## src/rtl/wb_burst_master_if.sv

```systemverilog
// Wishbone B3 bus bundle between the burst master and the SDRAM controller's slave port.
interface wb_burst_master_if #(
    parameter int APP_AW = 26,
    parameter int dw     = 32
);
    logic              wb_cyc;
    logic              wb_stb;
    logic              wb_we;
    logic [APP_AW-1:0] wb_addr;
    logic [dw-1:0]     wb_dati;
    logic [dw/8-1:0]   wb_sel;
    logic [2:0]        wb_cti;
    logic              wb_ack;
    logic [dw-1:0]     wb_dato;

    modport master (
        output wb_cyc, wb_stb, wb_we, wb_addr, wb_dati, wb_sel, wb_cti,
        input  wb_ack, wb_dato
    );

    modport slave (
        input  wb_cyc, wb_stb, wb_we, wb_addr, wb_dati, wb_sel, wb_cti,
        output wb_ack, wb_dato
    );
endinterface

```

## src/rtl/wb_burst_master.sv

```systemverilog
// Turns single commands into incrementing Wishbone bursts, with a 1-entry write
// holding register, registered read-data stream and a per-beat ack timeout.
//
// state  | meaning
// IDLE   | ready for a command; write data may be pre-loaded into the holding register
// BURST  | wb_cyc high; beats issued until the count runs out or the ack timer expires
// FINISH | bus released; done pulses on the second cycle, then back to IDLE
module wb_burst_master #(
    parameter int APP_AW  = 26,
    parameter int dw      = 32,
    parameter int LEN_W   = 4,
    parameter int TIMEOUT = 1024
) (
    input  logic              wb_clk,
    input  logic              wb_resetn,
    input  logic              cmd_valid,
    output logic              cmd_ready,
    input  logic              cmd_we,
    input  logic [APP_AW-1:0] cmd_addr,
    input  logic [LEN_W-1:0]  cmd_len,
    input  logic [dw/8-1:0]   cmd_sel,
    input  logic              wdat_valid,
    output logic              wdat_ready,
    input  logic [dw-1:0]     wdat,
    output logic              rdat_valid,
    output logic [dw-1:0]     rdat,
    output logic              rdat_last,
    output logic              done,
    output logic              err,
    wb_burst_master_if.master wb
);
    localparam int SW = dw / 8;
    localparam int CW = LEN_W + 1;
    localparam int TW = $clog2(TIMEOUT + 1);
    localparam logic [TW-1:0] TO_LOAD = TW'(TIMEOUT - 1);
    localparam logic [CW-1:0] ONE = CW'(1);
    localparam logic [CW-1:0] TWO = CW'(2);

    typedef enum logic [1:0] {IDLE, BURST, FINISH} state_t;

    state_t            state_q, state_nx;
    logic              fin_q, fin_nx;
    logic              cyc_q, cyc_nx;
    logic              stb_q, stb_nx;
    logic              we_q, we_nx;
    logic [APP_AW-1:0] addr_q, addr_nx;
    logic [SW-1:0]     sel_q, sel_nx;
    logic [2:0]        cti_q, cti_nx;
    logic [CW-1:0]     rem_q, rem_nx;
    logic [TW-1:0]     to_q, to_nx;
    logic              full_q, full_nx;
    logic [dw-1:0]     wreg_q;
    logic [dw-1:0]     rdat_q, rdat_nx;
    logic              rvalid_q, rvalid_nx;
    logic              rlast_q, rlast_nx;
    logic              done_q, done_nx;
    logic              err_q, err_nx;

    logic              beat;
    logic              pop;
    logic              push;
    logic [CW-1:0]     len_ld;

    assign beat   = (state_q == BURST) && stb_q && wb.wb_ack;
    assign pop    = beat && we_q;
    assign push   = wdat_valid && wdat_ready;
    assign len_ld = (cmd_len == '0) ? {1'b1, {LEN_W{1'b0}}} : {1'b0, cmd_len};

    // The register can refill in the same cycle its current word is acked.
    assign wdat_ready = wb_resetn && (!full_q || pop);
    assign full_nx    = push || (full_q && !pop);
    assign cmd_ready  = (state_q == IDLE);

    always_comb begin
        state_nx  = state_q;
        fin_nx    = 1'b0;
        cyc_nx    = cyc_q;
        stb_nx    = stb_q;
        we_nx     = we_q;
        addr_nx   = addr_q;
        sel_nx    = sel_q;
        cti_nx    = cti_q;
        rem_nx    = rem_q;
        to_nx     = to_q;
        rdat_nx   = rdat_q;
        rvalid_nx = 1'b0;
        rlast_nx  = 1'b0;
        done_nx   = 1'b0;
        err_nx    = 1'b0;
        case (state_q)
            IDLE: begin
                if (cmd_valid) begin
                    state_nx = BURST;
                    cyc_nx   = 1'b1;
                    stb_nx   = !cmd_we || full_nx;
                    we_nx    = cmd_we;
                    addr_nx  = cmd_addr;
                    sel_nx   = cmd_sel;
                    rem_nx   = len_ld;
                    cti_nx   = (len_ld == ONE) ? 3'b111 : 3'b010;
                    to_nx    = TO_LOAD;
                end
            end
            BURST: begin
                if (beat) begin
                    rem_nx    = rem_q - ONE;
                    addr_nx   = addr_q + APP_AW'(SW);
                    to_nx     = TO_LOAD;
                    rvalid_nx = !we_q;
                    rlast_nx  = !we_q && (rem_q == ONE);
                    if (!we_q) rdat_nx = wb.wb_dato;
                    if (rem_q == ONE) begin
                        state_nx = FINISH;
                        cyc_nx   = 1'b0;
                        stb_nx   = 1'b0;
                        cti_nx   = 3'b000;
                    end else begin
                        stb_nx = !we_q || full_nx;
                        cti_nx = (rem_q == TWO) ? 3'b111 : 3'b010;
                    end
                end else if (stb_q) begin
                    if (to_q == '0) begin
                        state_nx = IDLE;
                        cyc_nx   = 1'b0;
                        stb_nx   = 1'b0;
                        cti_nx   = 3'b000;
                        err_nx   = 1'b1;
                    end else begin
                        to_nx = to_q - 1'b1;
                    end
                end else begin
                    // write wait state: strobe as soon as a word is held
                    stb_nx = full_nx;
                end
            end
            FINISH: begin
                if (!fin_q) begin
                    fin_nx  = 1'b1;
                    done_nx = 1'b1;
                end else begin
                    state_nx = IDLE;
                end
            end
            default: state_nx = IDLE;
        endcase
    end

    always_ff @(posedge wb_clk) begin
        if (!wb_resetn) begin
            state_q <= IDLE;
            fin_q   <= 1'b0;
        end else begin
            state_q <= state_nx;
            fin_q   <= fin_nx;
        end
    end

    always_ff @(posedge wb_clk) begin
        if (!wb_resetn) begin
            cyc_q    <= 1'b0;
            stb_q    <= 1'b0;
            we_q     <= 1'b0;
            addr_q   <= '0;
            sel_q    <= '0;
            cti_q    <= 3'b000;
            rem_q    <= '0;
            to_q     <= '0;
            full_q   <= 1'b0;
            wreg_q   <= '0;
            rdat_q   <= '0;
            rvalid_q <= 1'b0;
            rlast_q  <= 1'b0;
            done_q   <= 1'b0;
            err_q    <= 1'b0;
        end else begin
            cyc_q    <= cyc_nx;
            stb_q    <= stb_nx;
            we_q     <= we_nx;
            addr_q   <= addr_nx;
            sel_q    <= sel_nx;
            cti_q    <= cti_nx;
            rem_q    <= rem_nx;
            to_q     <= to_nx;
            full_q   <= full_nx;
            if (push) wreg_q <= wdat;
            rdat_q   <= rdat_nx;
            rvalid_q <= rvalid_nx;
            rlast_q  <= rlast_nx;
            done_q   <= done_nx;
            err_q    <= err_nx;
        end
    end

    assign wb.wb_cyc  = cyc_q;
    assign wb.wb_stb  = stb_q;
    assign wb.wb_we   = we_q;
    assign wb.wb_addr = addr_q;
    assign wb.wb_dati = wreg_q;
    assign wb.wb_sel  = sel_q;
    assign wb.wb_cti  = cti_q;

    assign rdat_valid = rvalid_q;
    assign rdat       = rdat_q;
    assign rdat_last  = rlast_q;
    assign done       = done_q;
    assign err        = err_q;
endmodule

```

## src/flat_wrapper.sv

```systemverilog
// flat-port wrapper written by rule: the top's interface ports become plain ports
module wb_burst_master_flat 
#(
    parameter int APP_AW  = 26,
    parameter int dw      = 32,
    parameter int LEN_W   = 4,
    parameter int TIMEOUT = 1024
)
  (wb_clk, wb_resetn, cmd_valid, cmd_ready, cmd_we, cmd_addr, cmd_len, cmd_sel, wdat_valid, wdat_ready, wdat, rdat_valid, rdat, rdat_last, done, err, wb_wb_cyc, wb_wb_stb, wb_wb_we, wb_wb_addr, wb_wb_dati, wb_wb_sel, wb_wb_cti, wb_wb_ack, wb_wb_dato);
  wb_burst_master_if #(.APP_AW(APP_AW), .dw(dw)) wb_i ();
  input  logic wb_clk;
  input  logic wb_resetn;
  input  logic cmd_valid;
  output logic cmd_ready;
  input  logic cmd_we;
  input  logic [APP_AW-1:0] cmd_addr;
  input  logic [LEN_W-1:0] cmd_len;
  input  logic [dw/8-1:0] cmd_sel;
  input  logic wdat_valid;
  output logic wdat_ready;
  input  logic [dw-1:0] wdat;
  output logic rdat_valid;
  output logic [dw-1:0] rdat;
  output logic rdat_last;
  output logic done;
  output logic err;
  output wire logic [$bits(wb_i.wb_cyc)-1:0] wb_wb_cyc;
  output wire logic [$bits(wb_i.wb_stb)-1:0] wb_wb_stb;
  output wire logic [$bits(wb_i.wb_we)-1:0] wb_wb_we;
  output wire logic [$bits(wb_i.wb_addr)-1:0] wb_wb_addr;
  output wire logic [$bits(wb_i.wb_dati)-1:0] wb_wb_dati;
  output wire logic [$bits(wb_i.wb_sel)-1:0] wb_wb_sel;
  output wire logic [$bits(wb_i.wb_cti)-1:0] wb_wb_cti;
  input wire logic [$bits(wb_i.wb_ack)-1:0] wb_wb_ack;
  input wire logic [$bits(wb_i.wb_dato)-1:0] wb_wb_dato;
  assign wb_wb_cyc = wb_i.wb_cyc;
  assign wb_wb_stb = wb_i.wb_stb;
  assign wb_wb_we = wb_i.wb_we;
  assign wb_wb_addr = wb_i.wb_addr;
  assign wb_wb_dati = wb_i.wb_dati;
  assign wb_wb_sel = wb_i.wb_sel;
  assign wb_wb_cti = wb_i.wb_cti;
  assign wb_i.wb_ack = wb_wb_ack;
  assign wb_i.wb_dato = wb_wb_dato;
  wb_burst_master #(.APP_AW(APP_AW), .dw(dw), .LEN_W(LEN_W), .TIMEOUT(TIMEOUT)) u_core (.wb_clk(wb_clk), .wb_resetn(wb_resetn), .cmd_valid(cmd_valid), .cmd_ready(cmd_ready), .cmd_we(cmd_we), .cmd_addr(cmd_addr), .cmd_len(cmd_len), .cmd_sel(cmd_sel), .wdat_valid(wdat_valid), .wdat_ready(wdat_ready), .wdat(wdat), .rdat_valid(rdat_valid), .rdat(rdat), .rdat_last(rdat_last), .done(done), .err(err), .wb(wb_i));
endmodule
```

## config.mk

```make
export PLATFORM = sky130hd
export DESIGN_NAME = wb_burst_master_flat
export DESIGN_NICKNAME = d
export VERILOG_FILES = /design/src/rtl/wb_burst_master_if.sv /design/src/rtl/wb_burst_master.sv /design/src/flat_wrapper.sv
export SDC_FILE = /design/constraint.sdc
export NUM_CORES = 1
export LEC_CHECK = 0
export CORE_UTILIZATION = 50
export DETAILED_ROUTE_END_ITERATION = 10
export DONT_BUFFER_PORTS = 1
export HOLD_SLACK_MARGIN = 0.12
export SLEW_MARGIN = 10
export SYNTH_ARGS = -nofsm -noshare
export SYNTH_HDL_FRONTEND = slang
export SYNTH_SLANG_ARGS = --single-unit
```

## constraint.sdc

```tcl
create_clock -name wb_clk -period 2.35 [get_ports wb_clk]
set_input_delay 0.3525 -clock wb_clk [delete_from_list [all_inputs] [get_ports wb_clk]]
set_output_delay 0.3525 -clock wb_clk [all_outputs]
set_load 0.005 [all_outputs]
```

==> results.yml <==
setup_path:
  start_kind: "flip-flop"
  required_ns: 2.76
  critPathLaunch: "u_core.state_q[0]"
  timing.rr.start: "u_core.state_q[0]"
  crit_path_end_kind: "flip-flop"
  worstPathArrival_ns: 2.64
  ff2ff_setup_slack_ns: 0.13
  critPathKind: "flip-flop to flip-flop"
  crit_fanout: 24
die:
  die_area_um2: 11300
  die_h_um: 106
  dieWidth_um: 106
  start_util_pct: 52.2
  rows: 37
  core_area_um2: 10400
  ios: 210
detailed_routing:
  postRouteAntennaNets: 0
  drt_iter0_drc: 379
  routed_via_density: 5.76
  drt-total-wl_um: 16100
  drcViolationCount: 0
  wire_per_inst_um: 17.1
  dr.pass1.iters: 5
  vias: 5416
sta:
  fin_skew_ns: 0.00515
  worst_slew_pin_slew_ns: 0.593
  hold_viol_final: 0
  layout_min_cycle_time_ns: 2.22
  finalSetupViolCount: 0
  tns_ns: 0
  maxSlewHeadroom_pct: 59.4
  fmax_ghz: 0.450
  rsz0062_at_grt: "no"
  slew_violations: 0
  fin_crit_sh_pct: 94.6
  hold_slack_ns: 0.141
placement:
  placed_cells: 809
  post-dp-hpwl_um: 10200
  place.gp.congestion: 0.812
  port_buffers: 0
power_and_ir_drop:
  leakage_uw: 0.00261
  switching_share_pct: 27.7
  p_sw_uw: 1560
  ir_drop_mv: 0.511
  combPwrFrac_pct: 13.9
  p_int_uw: 4080
  clockPowerShare_pct: 43.9
  power_density_nw_per_um2: 789
  p_seq_share_pct: 42.2
clocking:
  htree_levels: 4
  clkTransAtPathRegs_ns: 0.06
  clockBufferDepth: 2
  cts_tree: "done"
  cts.sinks: 122
  insertion_delay_ns: 0.52
  postCtsSetupBuffers: 0
  cts_made_buffers: 17
  clock-root-buffer: "clkbuf_8"
hold_path:
  hp-class: "primary input to flip-flop"
  min-delay-start: "cmd_addr[5]"
final_layout:
  multi_input_area_um2: 2760
  fin_nets: 903
  register_area_um2: 2440
  drive_gt1_share_pct: 8.82
  syn_to_final_growth_pct: 31.6
  instances_no_fill: 941
  diodes: 0
  n_fill_cell: 814
  final_util_pct: 68.6
yosys:
  yosysSeqAreaShare_pct: 44.9
  ys_seq_elements: 122
  synth_cell_types: 62
  synth_fp_nets: 812
  synthArstFlopShare_pct: 0
  syn_area_per_cell_um2: 7.74
  syn_area_um2: 5430
  ys.flop_type: "dfxtp_1"
  synth_edf_count: 0
  ys_warn_count: 0
  syn_inst: 702
status:
  status: "complete, no violations"
grt:
  grt_max_degree: 49
  antenna_found_initial: 0
  grt_remaining_overflow: 0
  grt_util_all_layers_pct: 28.7
  grt_pass1_vias: 5254
  grt_first_pass_wirelength_um: 25400
flow_run:
  cap_viol_max_count: 0
-- area by class of cell --
| class | count | area share, % |
|---|---|---|
| clock buffer | 17 | 5.79 |
| clock inverter | 14 | 2.08 |
| inverter | 11 | 0.578 |
| multi-input combinational | 521 | 38.5 |
| sequential | 122 | 34.2 |
| tap | 136 | 2.38 |
| timing repair buffer | 120 | 16.5 |
-- layout by cell type (no fill, tap or decap), drive strengths merged, types with 13 or more instances in the layout --
master | synthesis | final
a21oi | 75 | 75
o21ai | 53 | 53
nand3 | 18 | 18
clkbuf | 32 | 17
dfxtp | 122 | 122
buf | 16 | 20
dlygate4sd3 | 0 | 100
nor3 | 15 | 15
inv | 10 | 14
nand2 | 184 | 184
nor2 | 44 | 44
nor4 | 13 | 13
-- synth_stat cells, types with 2 or more instances --
library cell    n  area [µm²]
and4_1          4        35.0
dfxtp_1       122        2440
buf_4           2        15.0
nand2b_1        2        12.5
o22ai_1         4        25.0
buf_1           2        7.51
nand4_1         8        50.1
o211ai_1        3        22.5
a32o_1          2        20.0
xor2_1          3        26.3
o21a_1          3        22.5
nor4_2          5        62.6
nor2b_1         5        31.3
a21o_1          2        15.0
inv_1          10        37.5
a2bb2oi_1       3        26.3
a311oi_1        8        70.1
mux2i_1         4        40.0
o21ai_1         9        45.0
nand4b_1        2        17.5
a211oi_1        4        30.0
clkbuf_1       31         116
or4_1           2        15.0
nor3b_1         2        15.0
nand2_1       184         691
or3_1           2        12.5
nor3_1         14        70.1
and2_1          5        31.3
nand3_1        17        85.1
nor4_1          8        50.1
o31ai_1         3        22.5
a21oi_1        75         375
and3_1          9        56.3
a22oi_1         2        15.0
nor2_1         43         161
o221a_2         4        45.0
o21ai_0        44         220
ha_1            6        75.1
a31oi_1         9        56.3
buf_2          11        55.1
o31a_1          3        26.3
-- cells by family (layout without fill, tap and decap cells) --
family                   Yosys count  count (layout)  share of synthesized area (%)
buffers and inverters             59             162                           4.63
flip-flops                       122             122                           44.9
adder cells (fa/ha/maj)            6               6                           1.38
AO/OA/AOI/OAI                    189             189                           21.0
XOR/XNOR                           4               4                          0.645
multiplexers                       4               4                          0.737
AND/OR/NAND/NOR                  318             318                           26.7
-- per-stage QoR --
stage / total power (µW) / area [µm²] / setup WS [ns]
after global placement: 3020 / 5560 / 0.386
after global routing: 5880 / 7150 / 0.000808
final: 5640 / 7150 / 0.127
after floorplan: 2870 / 5430 / 0.645
after detailed placement: 3040 / 5560 / 0.317
after CTS: 5660 / 7150 / 0.0231
-- per-layer routing --
layer	up-vias	routed length [µm]	GRT usage, %	part of all wire, %
met3	38	1390	11.2	8.6
li1	2644	-	-	-
met1	2522	6650	34.0	41
met5	-	0	0	0
met2	212	7760	46.8	48
met4	0	325	10.4	2.0
-- power groups by stage --
stage	clock network, µW	logic (µW)	registers, µW
after floorplan	0	495	2370
after global placement	0	599	2420
after detailed placement	0	618	2420
after CTS	2510	773	2380
after global routing	2620	864	2400
final	2480	784	2380
-- worst max-delay path, stage by stage, from the launching register on --
cell	delay [ns]
dfxtp_1	0.42
nor2b_2	0.35
a31oi_1	0.23
nor2_4	0.15
buf_4	0.23
o21ai_0	0.15
dlygate4sd3_1	0.57
-- sequential cells by signal, summed over array words and instances, names as in the netlist --
name / flops
u_core.err: 1
u_core.fin_q: 1
u_core.full_q: 1
u_core.rdat: 32
u_core.rdat_last: 1
u_core.rdat_valid: 1
u_core.rem_q: 5
u_core.state_q: 2
u_core.to_q: 11
u_core.wb.wb_addr: 26
u_core.wb.wb_cti: 2
u_core.wb.wb_cyc: 1
u_core.wb.wb_dati: 32
u_core.wb.wb_sel: 4
u_core.wb.wb_stb: 1
u_core.wb.wb_we: 1
-- what timing repair did --
action	CTS	global route
hold buffers	101	0
endpoints found under the hold margin	104	0
endpoints found under the setup margin	0	11
resized for setup	0	2
-- worst paths after layout --
path,depth (start not counted),endpoint
hold reg to reg,2,u_core.wb.wb_dati[14]
hold / removal,3,u_core.wb.wb_addr[5]
setup reg to reg,6,u_core.wb.wb_dati[24]
setup / recovery,6,u_core.wb.wb_dati[24]
Power figures use the tool's default switching activity.
